--- src/rtl/mux_pkg.sv ---
// Shared constants and helpers for the N-channel registered mux.
// Holds mode encodings, default sizes and a modulo-N pointer increment.
package mux_pkg;

    localparam logic MODE_MANUAL = 1'b0;
    localparam logic MODE_RR     = 1'b1;

    localparam int NUM_CH_DEF = 4;
    localparam int DATA_W_DEF = 8;

    // Next channel index after p, wrapping to 0 past n-1.
    function automatic int unsigned ptr_inc(
        input int unsigned p,
        input int unsigned n
    );
        return (p + 32'd1 >= n) ? 32'd0 : p + 32'd1;
    endfunction

endpackage

--- src/rtl/mux_nch_rr_if.sv ---
// Handshake bundle of mux_nch_rr: channel inputs, select and output stage.
// slave = mux side, master = driving side; sel_err only with MUX_SEL_ERR_EN.
interface mux_nch_rr_if
    import mux_pkg::*;
#(
    parameter int NUM_CH = NUM_CH_DEF,
    parameter int DATA_W = DATA_W_DEF
);
    localparam int SEL_W = $clog2(NUM_CH);

    logic                       mode;
    logic [SEL_W-1:0]           sel;
    logic [NUM_CH*DATA_W-1:0]   in_data;
    logic [NUM_CH-1:0]          in_valid;
    logic [NUM_CH-1:0]          in_ready;
    logic [DATA_W-1:0]          out_data;
    logic                       out_valid;
    logic                       out_ready;
    logic [SEL_W-1:0]           out_ch;
`ifdef MUX_SEL_ERR_EN
    logic                       sel_err;
`endif

    modport slave (
        input  mode, sel, in_data, in_valid, out_ready,
        output in_ready, out_data, out_valid, out_ch
`ifdef MUX_SEL_ERR_EN
        , output sel_err
`endif
    );

    modport master (
        output mode, sel, in_data, in_valid, out_ready,
        input  in_ready, out_data, out_valid, out_ch
`ifdef MUX_SEL_ERR_EN
        , input sel_err
`endif
    );

endinterface

--- src/rtl/rr_arbiter.sv ---
// Combinational round-robin search starting just after ptr.
// in: req, ptr, enable; out: grant index, grant_vld.
module rr_arbiter
    import mux_pkg::*;
#(
    parameter int NUM_CH = NUM_CH_DEF,
    localparam int SEL_W = $clog2(NUM_CH)
) (
    input  logic [NUM_CH-1:0] req,
    input  logic [SEL_W-1:0]  ptr,
    input  logic              enable,
    output logic [SEL_W-1:0]  grant,
    output logic              grant_vld
);

    logic [SEL_W-1:0] idx;

    always_comb begin
        grant     = '0;
        grant_vld = 1'b0;
        idx       = ptr;
        for (int i = 0; i < NUM_CH; i++) begin
            idx = SEL_W'(ptr_inc(32'(idx), NUM_CH));
            if (enable && !grant_vld && req[idx]) begin
                grant     = idx;
                grant_vld = 1'b1;
            end
        end
    end

endmodule

--- src/rtl/mux_nch_rr.sv ---
// Registered N-channel mux, manual select or round-robin, valid/ready output.
// Ports: clk, rst_n, bus (mux_nch_rr_if.slave). Option: MUX_SEL_ERR_EN.
module mux_nch_rr
    import mux_pkg::*;
#(
    parameter int NUM_CH = NUM_CH_DEF,
    parameter int DATA_W = DATA_W_DEF
) (
    input  logic          clk,
    input  logic          rst_n,
    mux_nch_rr_if.slave   bus
);

    localparam int SEL_W = $clog2(NUM_CH);

    logic [SEL_W-1:0]  rr_ptr;
    logic [SEL_W-1:0]  arb_grant;
    logic              arb_vld;
    logic              sel_ok;
    logic              man_vld;
    logic [SEL_W-1:0]  grant;
    logic              grant_vld;
    logic              accept;
    logic              xfer;
    logic [NUM_CH-1:0] rdy;

    logic [DATA_W-1:0] data_q;
    logic [SEL_W-1:0]  ch_q;
    logic              vld_q;

    rr_arbiter #(.NUM_CH(NUM_CH)) u_arb (
        .req       (bus.in_valid),
        .ptr       (rr_ptr),
        .enable    (bus.mode == MODE_RR),
        .grant     (arb_grant),
        .grant_vld (arb_vld)
    );

    // Out-of-range sel is masked before indexing in_valid.
    assign sel_ok  = 32'(bus.sel) < NUM_CH;
    assign man_vld = sel_ok && bus.in_valid[bus.sel];

    always_comb begin
        grant     = '0;
        grant_vld = 1'b0;
        unique case (1'b1)
            (bus.mode == MODE_RR): begin
                grant     = arb_grant;
                grant_vld = arb_vld;
            end
            default: begin
                grant     = bus.sel;
                grant_vld = man_vld;
            end
        endcase
    end

    assign accept = !vld_q || bus.out_ready;
    assign xfer   = accept && grant_vld;

    always_comb begin
        rdy = '0;
        if (xfer)
            rdy[grant] = 1'b1;
    end

    always_ff @(posedge clk or negedge rst_n) begin
        if (!rst_n) begin
            vld_q  <= 1'b0;
            data_q <= '0;
            ch_q   <= '0;
            rr_ptr <= SEL_W'(NUM_CH - 1);
        end else if (xfer) begin
            vld_q  <= 1'b1;
            data_q <= bus.in_data[32'(grant)*DATA_W +: DATA_W];
            ch_q   <= grant;
            if (bus.mode == MODE_RR)
                rr_ptr <= grant;
        end else if (bus.out_ready) begin
            vld_q <= 1'b0;
        end
    end

`ifdef MUX_SEL_ERR_EN
    logic err_q;
    logic err_now;

    // Bad select, or selected channel idle while others wait.
    assign err_now = (bus.mode == MODE_MANUAL) &&
                     (!sel_ok || (!man_vld && |bus.in_valid));

    always_ff @(posedge clk or negedge rst_n) begin
        if (!rst_n)
            err_q <= 1'b0;
        else if (err_now)
            err_q <= 1'b1;
    end

    assign bus.sel_err = err_q;
`endif

    assign bus.in_ready  = rdy;
    assign bus.out_data  = data_q;
    assign bus.out_valid = vld_q;
    assign bus.out_ch    = ch_q;

endmodule

--- src/flat_wrapper.sv ---
// flat-port wrapper written by rule: the top's interface ports become plain ports
module mux_nch_rr_flat import mux_pkg::*;
#(
    parameter int NUM_CH = NUM_CH_DEF,
    parameter int DATA_W = DATA_W_DEF
)
  (clk, rst_n, bus_mode, bus_sel, bus_in_data, bus_in_valid, bus_out_ready, bus_in_ready, bus_out_data, bus_out_valid, bus_out_ch);
  mux_nch_rr_if #(.NUM_CH(NUM_CH), .DATA_W(DATA_W)) bus_i ();
  input  logic clk;
  input  logic rst_n;
  input wire logic [$bits(bus_i.mode)-1:0] bus_mode;
  input wire logic [$bits(bus_i.sel)-1:0] bus_sel;
  input wire logic [$bits(bus_i.in_data)-1:0] bus_in_data;
  input wire logic [$bits(bus_i.in_valid)-1:0] bus_in_valid;
  input wire logic [$bits(bus_i.out_ready)-1:0] bus_out_ready;
  output wire logic [$bits(bus_i.in_ready)-1:0] bus_in_ready;
  output wire logic [$bits(bus_i.out_data)-1:0] bus_out_data;
  output wire logic [$bits(bus_i.out_valid)-1:0] bus_out_valid;
  output wire logic [$bits(bus_i.out_ch)-1:0] bus_out_ch;
  assign bus_i.mode = bus_mode;
  assign bus_i.sel = bus_sel;
  assign bus_i.in_data = bus_in_data;
  assign bus_i.in_valid = bus_in_valid;
  assign bus_i.out_ready = bus_out_ready;
  assign bus_in_ready = bus_i.in_ready;
  assign bus_out_data = bus_i.out_data;
  assign bus_out_valid = bus_i.out_valid;
  assign bus_out_ch = bus_i.out_ch;
  mux_nch_rr #(.NUM_CH(NUM_CH), .DATA_W(DATA_W)) u_core (.clk(clk), .rst_n(rst_n), .bus(bus_i));
endmodule
--- config.mk ---
export PLATFORM = sky130hd
export DESIGN_NAME = mux_nch_rr_flat
export DESIGN_NICKNAME = d
export VERILOG_FILES = /design/src/rtl/mux_pkg.sv /design/src/rtl/mux_nch_rr_if.sv /design/src/rtl/rr_arbiter.sv /design/src/rtl/mux_nch_rr.sv /design/src/flat_wrapper.sv
export SDC_FILE = /design/constraint.sdc
export NUM_CORES = 1
export LEC_CHECK = 0
export CAP_MARGIN = 20
export CORE_MARGIN = 10
export CORE_UTILIZATION = 46
export DETAILED_ROUTE_END_ITERATION = 16
export MAX_ROUTING_LAYER = met4
export PLACE_DENSITY = 0.79
export RECOVER_POWER = 100
export SETUP_SLACK_MARGIN = 0.2
export SYNTH_ARGS = -nofsm -noshare
export SYNTH_HDL_FRONTEND = slang
export SYNTH_SLANG_ARGS = --single-unit
--- constraint.sdc ---
create_clock -name clk -period 2.8 [get_ports clk]
set_input_delay 0.42 -clock clk [delete_from_list [all_inputs] [get_ports clk]]
set_output_delay 0.42 -clock clk [all_outputs]
set_load 0.01 [all_outputs]
==> results.sh <==
export IMPL_cts_made_buffers=3
export IMPL_r2r_slack_ns=-0.04
export IMPL_cp_end_kind="output port"
export IMPL_grt_max_degree=33
export IMPL_vias_per_cell=6.92
export IMPL_hold_class="reg -> reg"
export IMPL_cp_required_ns=2.38
export IMPL_setup_viol=8
export IMPL_cts_tree="yes"
export IMPL_period_share=1.07
export IMPL_synthFlopType="dfrtp_1"
export IMPL_synth_most_common_cell="nand2_1"
export IMPL_maxSlewViolCount=0
export IMPL_finalClockSkew_ns=0.00431
export IMPL_cts_buffer_depth=2
export IMPL_area_delta_synth_final_pct=78.7
export IMPL_hold_viol_final=0
export IMPL_path_cells="mux2_4 > buf_6 > and4b_2 > o31ai_4 > o221ai_2 > buf_4 > nor3_2 > buf_2"
export IMPL_fin_hold_ws_ns=0.494
export IMPL_ys_types=47
export IMPL_fmax_ghz=0.333
export IMPL_r2r_start="u_core.rr_ptr[0]"
export IMPL_fin_area_mm2=0.00301
export IMPL_grt_pass1_vias=2188
export IMPL_clock_sinks=13
export IMPL_n_fill_cell=151
export IMPL_coreArea_mm2=0.00344
export IMPL_drc=0
export IMPL_ys_seq_elements=13
export IMPL_vias=2381
export IMPL_finalNetCount=341
export IMPL_antenna_found_initial=1
export IMPL_start_util=0.489
export IMPL_io_pins=57
export IMPL_wl_per_cell_um=24.6
export IMPL_drt_pass1_iterations=5
export IMPL_rr_endpoint="u_core.bus.out_data[1]"
export IMPL_syn_inst=217
export IMPL_ir_worst_vdd_mv=0.807
export IMPL_wl_mm=8.47
export IMPL_min_to="u_core.bus.out_data[2]"
export IMPL_r2r_cells=11
export IMPL_crit_family="flip-flops"
export IMPL_rows=21
export IMPL_p_per_area_mw_per_mm2=915
export IMPL_rsz0062_at_grt="true"
export IMPL_cts_htree_levels=1
export IMPL_synth_edff_count=0
export IMPL_arrival_ns=2.58
export IMPL_max_stage_delay_ns=0.65
export IMPL_async_reset_ff_frac=1.00
export IMPL_synth_top_cell_by_area="dfrtp_1"
export IMPL_status="complete, but fails checks"
export IMPL_yosysSeqAreaShare=0.195
export IMPL_ys_top_cells_by_count="nand2_1, nor2_1, inv_1"
export IMPL_place_area_mm2=0.00249
export IMPL_die_area_mm2=0.00648
export IMPL_crit_buf_inv=3
export IMPL_clock_latency_ns=0.24
export IMPL_syn_nets=260
export IMPL_first_iter_violations=399
export IMPL_crit_type="reg -> out"
export IMPL_min_period_ns=3.00
export IMPL_placement_io_buffers=56
export IMPL_hold_depth=2
export IMPL_p_leak_nw=1.28
export IMPL_grt_ovfl_total=0
export IMPL_max_slew_worst_pin_slew_ns=0.740
export IMPL_die_x_um=80.5
export IMPL_worst_setup_path_start_kind="flop"
export IMPL_tns_ns=-0.802
export IMPL_gp_congestion=0.847
export IMPL_dp_hpwl_mm=4.49
export IMPL_synth_area_leaders="dfrtp_1, a221oi_1, o311a_2, nand2_1, a21oi_1"
export IMPL_clkTransAtPathRegs_ns=0.05
export IMPL_ys_warnings_count=0
export IMPL_critPathSlowestCell="dfstp_2"
export IMPL_hp_start="u_core.bus.out_data[2]"
export IMPL_setup_ws_ns=-0.203
export IMPL_violations="negative setup slack"
export IMPL_synth_top_cell_area_share=0.164
export IMPL_netlist_area_mm2=0.00168
export IMPL_path_max_fanout=6
export IMPL_ctsHoldBuffers=0
export IMPL_cap_violations=0
export IMPL_track_usage=0.223
export IMPL_layout_drive_gt1_share=0.360
export IMPL_relSlewSlack=0.502
export IMPL_cts_root_buf="clkbuf_8"
export IMPL_final_antenna_net_count=0
export IMPL_grt_pass1_wl_mm=11.4
export IMPL_die_y_um=80.5
export IMPL_avgSynthCellArea_um2=7.76
logic make-up after synthesis:
family,synth area share
buffers and inverters,0.121
AOI/OAI and AO/OA,0.416
muxes,0.0468
DFF,0.195
adders and majority gates,0.00743
and+or+nand+nor,0.214
registers in the layout (all words and copies together), names as in the netlist:
name	count
u_core.bus.out_ch	2
u_core.rr_ptr	2
u_core.bus.out_data	8
u_core.bus.out_valid	1
metrics by stage:
stage	cells	power (mW)	setup slack [ns]	util
floorplan	217	1.32	0.145	-
global placement	323	1.88	-0.477	0.725
detailed placement	323	1.88	-0.541	0.725
CTS	338	2.43	-0.165	0.831
global route	344	2.86	-0.273	0.874
finish	344	2.75	-0.203	0.874
power by group:
part	total, mW	switching, mW	internal, mW
logic	2.23	1.10	1.13
clock network	0.159	0.0587	0.0999
registers	0.364	0.0775	0.287
final cells by class:
cell class / count / area [um^2] / share of cell area
tap: 46 / 57.6 / 0.0191
inverter: 19 / 71.3 / 0.0237
multi-input combinational: 162 / 1500 / 0.498
timing repair buffer: 99 / 1000 / 0.334
sequential: 13 / 328 / 0.109
antenna: 1 / 2.50 / 0.000832
clock buffer: 4 / 45.0 / 0.0150
timing repair:
| item | CTS | global route |
|---|---|---|
| setup buffers | 10 | 5 |
| setup endpoints to repair | 12 | 14 |
| pin swaps | 22 | 13 |
| gates cloned | 1 | 0 |
| gates resized for setup | 55 | 22 |
tightest hold or removal path, delay by kind of cell (launching register included):
kind / cells / cell delay, ns
flops: 1 / 0.34
simple gates: 1 / 0.06
compound gates: 1 / 0.06
worst max path at each step:
stage | start | end | slack, ns | depth (start not counted)
floorplan | u_core.rr_ptr[0] | bus_in_ready[2] | 0.14 | 9
global placement | bus_in_valid[1] | bus_in_ready[2] | -0.48 | 9
detailed placement | bus_in_valid[0] | bus_in_ready[0] | -0.54 | 8
CTS | u_core.rr_ptr[0] | bus_in_ready[0] | -0.16 | 8
global route | u_core.rr_ptr[0] | bus_in_ready[3] | -0.27 | 8
finish | u_core.rr_ptr[0] | bus_in_ready[3] | -0.20 | 8
layout by cell type (no fill, tap or decap), types with 2 or more instances in the layout:
master            n
clkdlybuf4s50_1  35
o311a_1           5
o311a_4          10
nor3_4            4
clkbuf_8          3
nor2_1           20
inv_1            19
a221oi_1         16
nand2_1          28
buf_2             3
buf_12            6
dlygate4sd3_1    13
dlygate4sd2_1     2
mux2_4            2
o31ai_2           3
nor4_1            2
o21a_1            2
dlymetal6s2s_1    2
buf_6             9
o221a_2           2
dfrtp_1          11
nand2b_1          3
mux2_2            3
nor3b_1           3
a21oi_1          16
o31ai_4           6
buf_4            27
dfstp_2           2
o211ai_1          2
o21ai_0           2
nor3_2            3
routing by layer:
metal,vias to the layer above,track usage,routed length (um)
li1,987,-,-
met1,1102,0.285,3160
met2,226,0.335,3750
met3,66,0.0423,961
met4,0,0.0898,591
met5,-,-,0
Note: power is estimated with default switching activity, not from simulation.
